[config.mk]
export PLATFORM = sky130hd
export DESIGN_NAME = uart_byte_fifo
export DESIGN_NICKNAME = d
export VERILOG_FILES = /design/src/rtl/uart_byte_fifo.sv
export SDC_FILE = /design/constraint.sdc
export NUM_CORES = 1
export LEC_CHECK = 0
export CAP_MARGIN = 20
export CORE_MARGIN = 4
export CORE_UTILIZATION = 55
export DETAILED_ROUTE_END_ITERATION = 6
export DONT_BUFFER_PORTS = 1
export PLACE_DENSITY = 0.76
export SYNTH_ARGS = -nofsm -noshare
export SYNTH_HDL_FRONTEND = slang
export SYNTH_SLANG_ARGS = --single-unit
[constraint.sdc]
create_clock -name clk -period 3 [get_ports clk]
set_input_delay 0.75 -clock clk [delete_from_list [all_inputs] [get_ports clk]]
set_output_delay 0.75 -clock clk [all_outputs]
set_load 0.05 [all_outputs]
[src/rtl/uart_byte_fifo.sv]
// Byte FIFO between uart_rx and uart_tx so back-to-back received bytes survive a busy transmitter.
// Latency: a byte pushed into an empty FIFO shows on tx_we/tx_data the cycle after the push edge.
// Backpressure: tx_wait holds the head byte; a push while full with no pop is dropped and sets sticky overflow.
module uart_byte_fifo #(
  parameter int DEPTH_LOG2 = 4,
  parameter int DATA_W     = 8
) (
  input  logic                  clk,
  input  logic                  resetn,
  input  logic                  wr_valid,
  input  logic [DATA_W-1:0]     wr_data,
  output logic                  tx_we,
  output logic [DATA_W-1:0]     tx_data,
  input  logic                  tx_wait,
  output logic [DEPTH_LOG2:0]   count,
  output logic                  empty,
  output logic                  full,
  output logic                  overflow,
  input  logic                  overflow_clr
);

  localparam int DEPTH = 2 ** DEPTH_LOG2;
  localparam int PW    = DEPTH_LOG2 + 1;

  logic [DATA_W-1:0]     mem [DEPTH];
  logic [PW-1:0]         wr_ptr;
  logic [PW-1:0]         rd_ptr;
  logic [DEPTH_LOG2-1:0] wr_idx;
  logic [DEPTH_LOG2-1:0] rd_idx;
  logic                  pop;
  logic                  push;
  logic                  drop;

  assign wr_idx = wr_ptr[DEPTH_LOG2-1:0];
  assign rd_idx = rd_ptr[DEPTH_LOG2-1:0];

  // Status and handshake decode from the registered pointers; the extra MSB
  // separates full from empty when the index bits coincide.
  always_comb begin
    count   = wr_ptr - rd_ptr;
    empty   = (wr_ptr == rd_ptr);
    full    = (wr_idx == rd_idx) && (wr_ptr[DEPTH_LOG2] != rd_ptr[DEPTH_LOG2]);
    tx_we   = !empty;
    tx_data = mem[rd_idx];
    // A pop frees the slot being written, so a push into a full FIFO is
    // accepted when the transmitter takes the head in the same cycle.
    pop     = tx_we && !tx_wait;
    push    = wr_valid && (!full || pop);
    drop    = wr_valid && full && !pop;
  end

  // Storage: written on accepted pushes only, no reset on contents.
  always_ff @(posedge clk) begin
    if (push) begin
      mem[wr_idx] <= wr_data;
    end
  end

  // Pointer and sticky overflow state; reset overrides any transfer in flight.
  always_ff @(posedge clk) begin
    if (!resetn) begin
      wr_ptr   <= '0;
      rd_ptr   <= '0;
      overflow <= 1'b0;
    end else begin
      if (push) begin
        wr_ptr <= wr_ptr + PW'(1);
      end
      if (pop) begin
        rd_ptr <= rd_ptr + PW'(1);
      end
      if (drop) begin
        overflow <= 1'b1;
      end else if (overflow_clr) begin
        overflow <= 1'b0;
      end
    end
  end

endmodule

* Word-level counts from Yosys, hierarchy flattened
Memory sizes are Yosys's and may differ from the RTL's. A register that Yosys moved wholly into a read port is not among the register bits.
Index checks and enable logic that the tools add are counted.
** Word-level totals
- Memories :: 1
- Logic and storage cells :: 27
- Register bits after elaboration :: 11
- RAM bits :: 128
- Bits of input ports :: 13
** Operators by class
- Reduce and logical (&&, ||, !) cells :: 11
- Mux-type cells :: 6
- $add $sub $neg :: 3
- Eq/ne operators :: 3
** Memory list
- mem :: words 16, width 8, rd ports 1, clocked after Yosys merged registers in 1, write ports 1, RTL line 25 : logic [DATA_W-1:0] mem [DEPTH];
** Operators by type and width (count)
- $add A5 B1 Y5 const B :: 2
- $mux W4 :: 2
- $eq A5 B5 Y1 :: 1
- $logic_and A1 B1 Y1 :: 5
- $sub A5 B5 Y5 :: 1
- $eq A4 B4 Y1 :: 1
- $logic_not A1 Y1 :: 4
- $mux W1 :: 4
- $reduce_bool A2 Y1 :: 1
- $logic_or A1 B1 Y1 :: 1
- $ne A1 B1 Y1 :: 1

* Depth between registers and ports, before layout
Gate-level depths: netlist of the first run.
- Word-level depth :: 7
- Mapped depth :: 8
- Depth with buffers taken out :: 7

* Worst setup path after synthesis of the first run
Ideal clock, no wire load.
- Path kind :: flip-flop to output port
- From :: register wr_ptr[0]
- To :: output port count[4]
- Path buffers :: 0
- Cell stages (with the launch flop) :: 8
- Arrival :: 1.904 ns
- Slack :: 0.346 ns
- Cells stage by stage :: dfxtp_1 -> inv_1 -> ha_1 -> inv_1 -> fa_1 -> a21o_1 -> a21oi_1 -> xnor2_1
** On the way
- Longest elaborated chain between the ends :: 1
** RTL lines
- from (decl) :: RTL line 26 : logic [PW-1:0] wr_ptr;
- from (signal assigned) :: RTL line 67 : wr_ptr <= wr_ptr + PW'(1);
- $sub A5 B5 Y5 :: RTL line 40 : count = wr_ptr - rd_ptr;
- to (decl) :: RTL line 15 : output logic [DEPTH_LOG2:0] count,
Every way passes these cells.

==> results of run 1 <==
[kinds of logic (layout without fill, tap and decap cells)]
logic type,count (synthesis),in the layout,synth area share (%)
XOR/XNOR,12,12,1.79
AND/OR/NAND/NOR,56,56,5.19
buffers and inverters,24,70,2.37
AO/OA/AOI/OAI,29,29,3.80
flip-flops,143,143,70.8
adder cells (fa/ha/maj),10,10,2.27
multiplexers,34,34,13.8
[state kept, by name (all words and copies together), names as in the netlist, named ones only]
register and count:
mem 128, overflow 1, wr_ptr 5, rd_ptr 5
[final cells by class]
type | instances | area share (%)
Clock buffer | 17 | 6.05
Clock inverter | 15 | 2.14
Inverter | 9 | 0.493
Multi-Input combinational cell | 141 | 23.4
Sequential cell | 143 | 60.6
Tap cell | 136 | 2.49
Timing Repair Buffer | 29 | 4.81
[metal layers]
layer  global-route usage (%)  share of wire [%]
met2                     35.9                 53
met4                     8.68                2.4
met3                     7.48                7.3
met5                        0                  0
met1                     24.7                 37
[final timing paths]
check / slack (ns) / start / cells after the start / endpoint
hold reg to reg: 0.54 / rd_ptr[2] / 2 / rd_ptr[2]
setup / recovery: 0.03 / register / 6 / tx_data[2]
hold / removal: 0.33 / wr_data[1] / 0 / mem[1][1]
setup reg to reg: 0.50 / wr_ptr[3] / 4 / mem[2][4]
[where the power goes]
group,internal (mW),switching (mW),leakage [nW]
combinational,0.456,0.565,0.779
sequential,2.21,0.0290,1.28
clock,1.17,0.776,0.263
[cells in the final DEF (no fill, tap or decap), types with 10 or more instances in the layout]
cell type	synthesis	routed
mux4_1	18	10
nand2_1	14	13
and3_1	13	13
edfxtp_1	128	128
dfxtp_1	15	12
buf_4	1	16
a22oi_2	0	10
clkbuf_16	0	16
mux4_2	14	22
[what timing repair did]
| action | 4_1_cts | 5_1_grt |
|---|---|---|
| cloned | 3 | 0 |
| buffers inserted | 5 | 1 |
| pin swaps | 8 | 5 |
| endpoints found under the setup margin | 8 | 10 |
| gates resized for setup | 20 | 18 |
[through the flow]
step	util (%)	setup TNS, ns	cells
3_5_place_dp	58.9	0	450
2_1_floorplan	-	0	308
5_1_grt	66.0	-0.269	490
4_1_cts	66.0	0	490
6_report	66.0	0	490
3_3_place_gp	58.9	0	450
==> results.yml, run 1 <==
run:
  cap_violations: 0
cts:
  tritoncts: "yes"
  cts_made_buffers: 17
  cts_root_buf: "clkbuf_8"
  clock_latency_ns: 0.52
  hold_buffers: 0
  clock-sinks: 143
  h-tree-depth: 4
  clk_pin_slew_worst_paths_ns: 0.07
  cts.path.max_buffers: 2
cells_and_area:
  regArea_mm2: 0.00415
  area_growth_syn_to_layout_pct: 16.9
  drive_gt1_share_pct: 28.2
  final_area_mm2: 0.00685
  fillers: 666
  n_antenna_cell: 0
  fin_nets: 364
  multiInputGateArea_mm2: 0.00160
route:
  dr.pass1.iters: 5
  route.antenna.remaining_nets: 0
  drt_wl_total_mm: 12.4
  routedWlPerCell_um: 25.3
  via_per_inst: 6.19
  drcViolationCount: 0
  vias: 3035
  drt-initial-drc-count: 273
critical_path:
  path_max_fanout: 8
  worstPathArrival_ns: 2.22
  critPathMaxStageDelay_ns: 0.61
  endpoint_kind: "output port"
  worstSetupStartpointType: "register"
  worstPathRequired_ns: 2.25
  worst-path-buf-inv: 3
  crit_slowest_cell: "mux4_1"
  critPathKind: "register to output port"
  crit_path_cell_trace: "buf_6 > buf_12 > mux4_1 > a22oi_2 > nand2_1 > buf_4"
  cp_top_family: "multiplexers"
synthesis:
  synthFlopType: "edfxtp_1"
  synth_most_common_cell: "edfxtp_1"
  yosysUniqueCellTypes: 37
  synth_top_cell_area_share_pct: 65.6
  yosysWarnings: 0
  syn_nets: 331
  async_flop_share_pct: 0
  yosys_register_bits: 143
  synthCells: 308
  ys_top_cells_by_count: "edfxtp_1 (128), mux4_1 (18), a22oi_1 (16), dfxtp_1 (15)"
  seq_area_frac_synth_pct: 70.8
  syn-cell-area_mm2: 0.00586
  yosysTopAreaCell: "edfxtp_1"
  synth_area_per_cell_um2: 19.0
  synth-edff-count: 128
  synthTopCellsByArea: "edfxtp_1 (66%), mux4_1 (8.1%), mux4_2 (5.4%), dfxtp_1 (5.1%), a22oi_1 (2.1%)"
placed_design:
  place.gp.congestion: 0.784
  preCtsSetupSlack_ns: 0.455
  place_hpwl_mm: 6.69
  io_buffers: 0
  place_area_mm2: 0.00610
grt:
  grt_start_max_net_pins: 33
  grt.total_usage_pct: 21.2
  grt_pass1_vias: 3156
  antenna_found_initial: 0
  grt_pass1_wl_mm: 19.0
  gr-total-overflow: 0
timing:
  rsz0062_at_grt: "yes"
  finalHoldViolCount: 0
  final.period_utilization_pct: 99.1
  worst_pin_slew_ns: 0.560
  fin_ws_ns: 0.0256
  finalSetupViolCount: 0
  fmax_mhz: 336
  period_needed_ns: 2.97
  slew_viol_final: 0
  hold_slack_ns: 0.326
  finalClockSkew_ns: 0.0110
  relSlewSlack_pct: 62.4
floorplanning:
  start_util_pct: 56.5
  ios: 30
  dieArea_mm2: 0.0124
  rows: 37
  die_w_um: 111
  core-area_mm2: 0.0104
  die_h_um: 111
pwr:
  worst_ir_drop_vdd_v: 0.000461
  finalPower_mw: 5.21
  p_leak_nw: 2.32
  power.density_mw_per_mm2: 761
status:
  status: "completed"
worst_hold_path:
  hold_class: "primary input to register"
No activity file was read; power rests on OpenSTA's default activity.
==> run 2, diff against run 1 <==
==> constraint.sdc (replaced) <==
create_clock -name clk -period 3 [get_ports clk]
set_input_delay 0.6 -clock clk [delete_from_list [all_inputs] [get_ports clk]]
set_output_delay 0.6 -clock clk [all_outputs]
set_load 0.05 [all_outputs]
==> run 2 against run 1 <==
Against the previous run: routed wire length fell by 7.5%; setup slack improved by 0.12 ns; die area did not move; core utilization fell by 1.9 points; combinational power fell by 18%; non-clock buffer count fell by 14; hold slack got worse by 0.15 ns; sequential share of layout area rose by 1.8 points; total power fell by 3.5%; critical path depth fell by 2; global-route usage fell by 1.5 points; critical path type unchanged; critical endpoint is now tx_data[4].
==> results.yml, run 2 (synthesis gave the netlist of run 1 again) <==
pwr:
  worst_ir_drop_vdd_v: 0.000490
  power.density_mw_per_mm2: 757
  p_leak_nw: 2.25
cells_and_area:
  top_register: "mem"
  largest_reg_flops: 128
  fin_nets: 350
  area_growth_syn_to_layout_pct: 13.5
  fillers: 691
  drive_gt1_share_pct: 20.6
  n_antenna_cell: 0
  final_common_cell: "edfxtp_1"
  layout_common_cells: "edfxtp_1 (128), mux4_1 (18), clkbuf_16 (17), a22oi_1 (16)"
  top_regs: "mem (128), rd_ptr (5), wr_ptr (5)"
  final_area_mm2: 0.00665
timing:
  final.setup.tns_ns: 0
  worst_pin_slew_ns: 0.699
  finalClockSkew_ns: 0.00546
  finalSetupViolCount: 0
  slew_viol_final: 0
  relSlewSlack_pct: 53.2
  rsz0062_at_grt: "no"
  final.period_utilization_pct: 95.2
  fmax_mhz: 350
  period_needed_ns: 2.85
  finalHoldViolCount: 0
critical_path:
  r2r_cells: 4
  rrSetupSlack_ns: 0.55
  worstPathArrival_ns: 2.25
  crit_slowest_cell: "mux4_1"
  path_max_fanout: 14
  endpoint_kind: "output port"
  worstPathRequired_ns: 2.40
  critPathMaxStageDelay_ns: 0.59
  r2r_end: "mem[2][1]"
  crit_path_cell_trace: "buf_12 > mux4_1 > a22oi_1 > nand2_2"
  worstSetupStartpointType: "register"
  r2r_start: "wr_ptr[3]"
  critPathKind: "register to output port"
cts:
  clock_latency_ns: 0.52
  tritoncts: "yes"
  clock-sinks: 143
  cts_setup_buffers: 0
  h-tree-depth: 4
  clk_pin_slew_worst_paths_ns: 0.06
  cts.path.max_buffers: 2
  cts_root_buf: "clkbuf_8"
  hold_buffers: 0
  cts_made_buffers: 17
floorplanning:
  rows: 37
  dieArea_mm2: 0.0124
  die_w_um: 111
  start_util_pct: 56.5
  core-area_mm2: 0.0104
  ios: 30
  die_h_um: 111
worst_hold_path:
  hp-start: "wr_data[4]"
  hold_class: "primary input to register"
  hold_depth: 0
  holdPathEnd: "mem[14][4]"
grt:
  grt_start_max_net_pins: 33
  gr-total-overflow: 0
  grt.total_usage_pct: 19.8
  grt_pass1_wl_mm: 17.7
  grt_pass1_vias: 3046
  antenna_found_initial: 0
route:
  route.antenna.remaining_nets: 0
  via_per_inst: 6.02
  routedWlPerCell_um: 24.1
  met3WireLength_mm: 1.03
  drt_wl_total_mm: 11.5
  routed-wl-met2_mm: 5.92
  drt-initial-drc-count: 206
  vias: 2865
  drcViolationCount: 0
  dr.pass1.iters: 4
  routedLengthMet1_mm: 4.36
  routed.top_layer: "met4"
placed_design:
  place.gp.congestion: 0.747
  io_buffers: 0
  place_hpwl_mm: 6.72
  place_area_mm2: 0.00604
run:
  cap_violations: 0
status:
  status: "completed"
==> run 2: cell types whose count changed in the layout (fill, tap and decap cells not counted), sizes merged <==
| cell | change |
|---|---|
| clkbuf | +1 |
| buf | -15 |
| clkinv | -1 |
| clkinvlp | +1 |
==> run 2: how the worst max path moves through the flow <==
stage	startpoint	to	slack, ns	cells past startpoint
final	register	tx_data[4]	0.15	4
after global routing	wr_ptr[0]	count[4]	0.03	8
after CTS	register	tx_data[0]	0.005	5
after detailed placement	wr_ptr[0]	mem[2][2]	0.54	5
after global placement	register	tx_data[2]	0.57	4
after floorplan	wr_ptr[0]	count[4]	0.50	7
==> run 2: critical path, delay by kind of cell (launching register included) <==
kind / cells / cell delay (ns)
DFF: 1 / 0.42
buffers and inverters: 1 / 0.18
muxes: 1 / 0.59
AOI/OAI and AO/OA: 1 / 0.28
and+or+nand+nor: 1 / 0.25
==> run 2: metrics by stage <==
step | hold WS (ns) | total power, mW | instances | setup slack (ns) | utilization (%)
after floorplan | 0.480 | 2.95 | 308 | 0.496 | -
after global placement | 0.511 | 3.06 | 443 | 0.573 | 58.2
after detailed placement | 0.522 | 3.08 | 443 | 0.535 | 58.2
after CTS | 0.148 | 5.05 | 475 | 0.00496 | 63.8
after global routing | 0.136 | 5.22 | 476 | 0.0268 | 64.1
final | 0.175 | 5.03 | 476 | 0.145 | 64.1
==> run 2: final cells by class <==
cell class / count / area, um^2 / area share, %
sequential: 143 / 4150 / 62.4
multi-input combinational: 141 / 1590 / 23.9
clock buffer: 17 / 414 / 6.23
tap: 136 / 170 / 2.56
clock inverter: 15 / 146 / 2.20
timing repair buffer: 15 / 143 / 2.15
inverter: 9 / 33.8 / 0.508
==> run 2: power breakdown <==
group | internal [mW] | switching, mW
clock | 1.17 | 0.778
combinational | 0.330 | 0.505
sequential | 2.21 | 0.0333
total | 3.71 | 1.32
==> run 2: what timing repair did <==
item,CTS,global route
cloned,0,1
gates resized for setup,7,2
setup endpoints to repair,7,7
pin swaps,0,1
==> run 2: per-layer routing <==
| layer | global-route usage (%) | vias to the layer above |
|---|---|---|
| met4 | 7.95 | 0 |
| met3 | 6.88 | 12 |
| li1 | - | 1288 |
| met2 | 31.3 | 130 |
| met1 | 25.1 | 1435 |
| met5 | 0 | - |
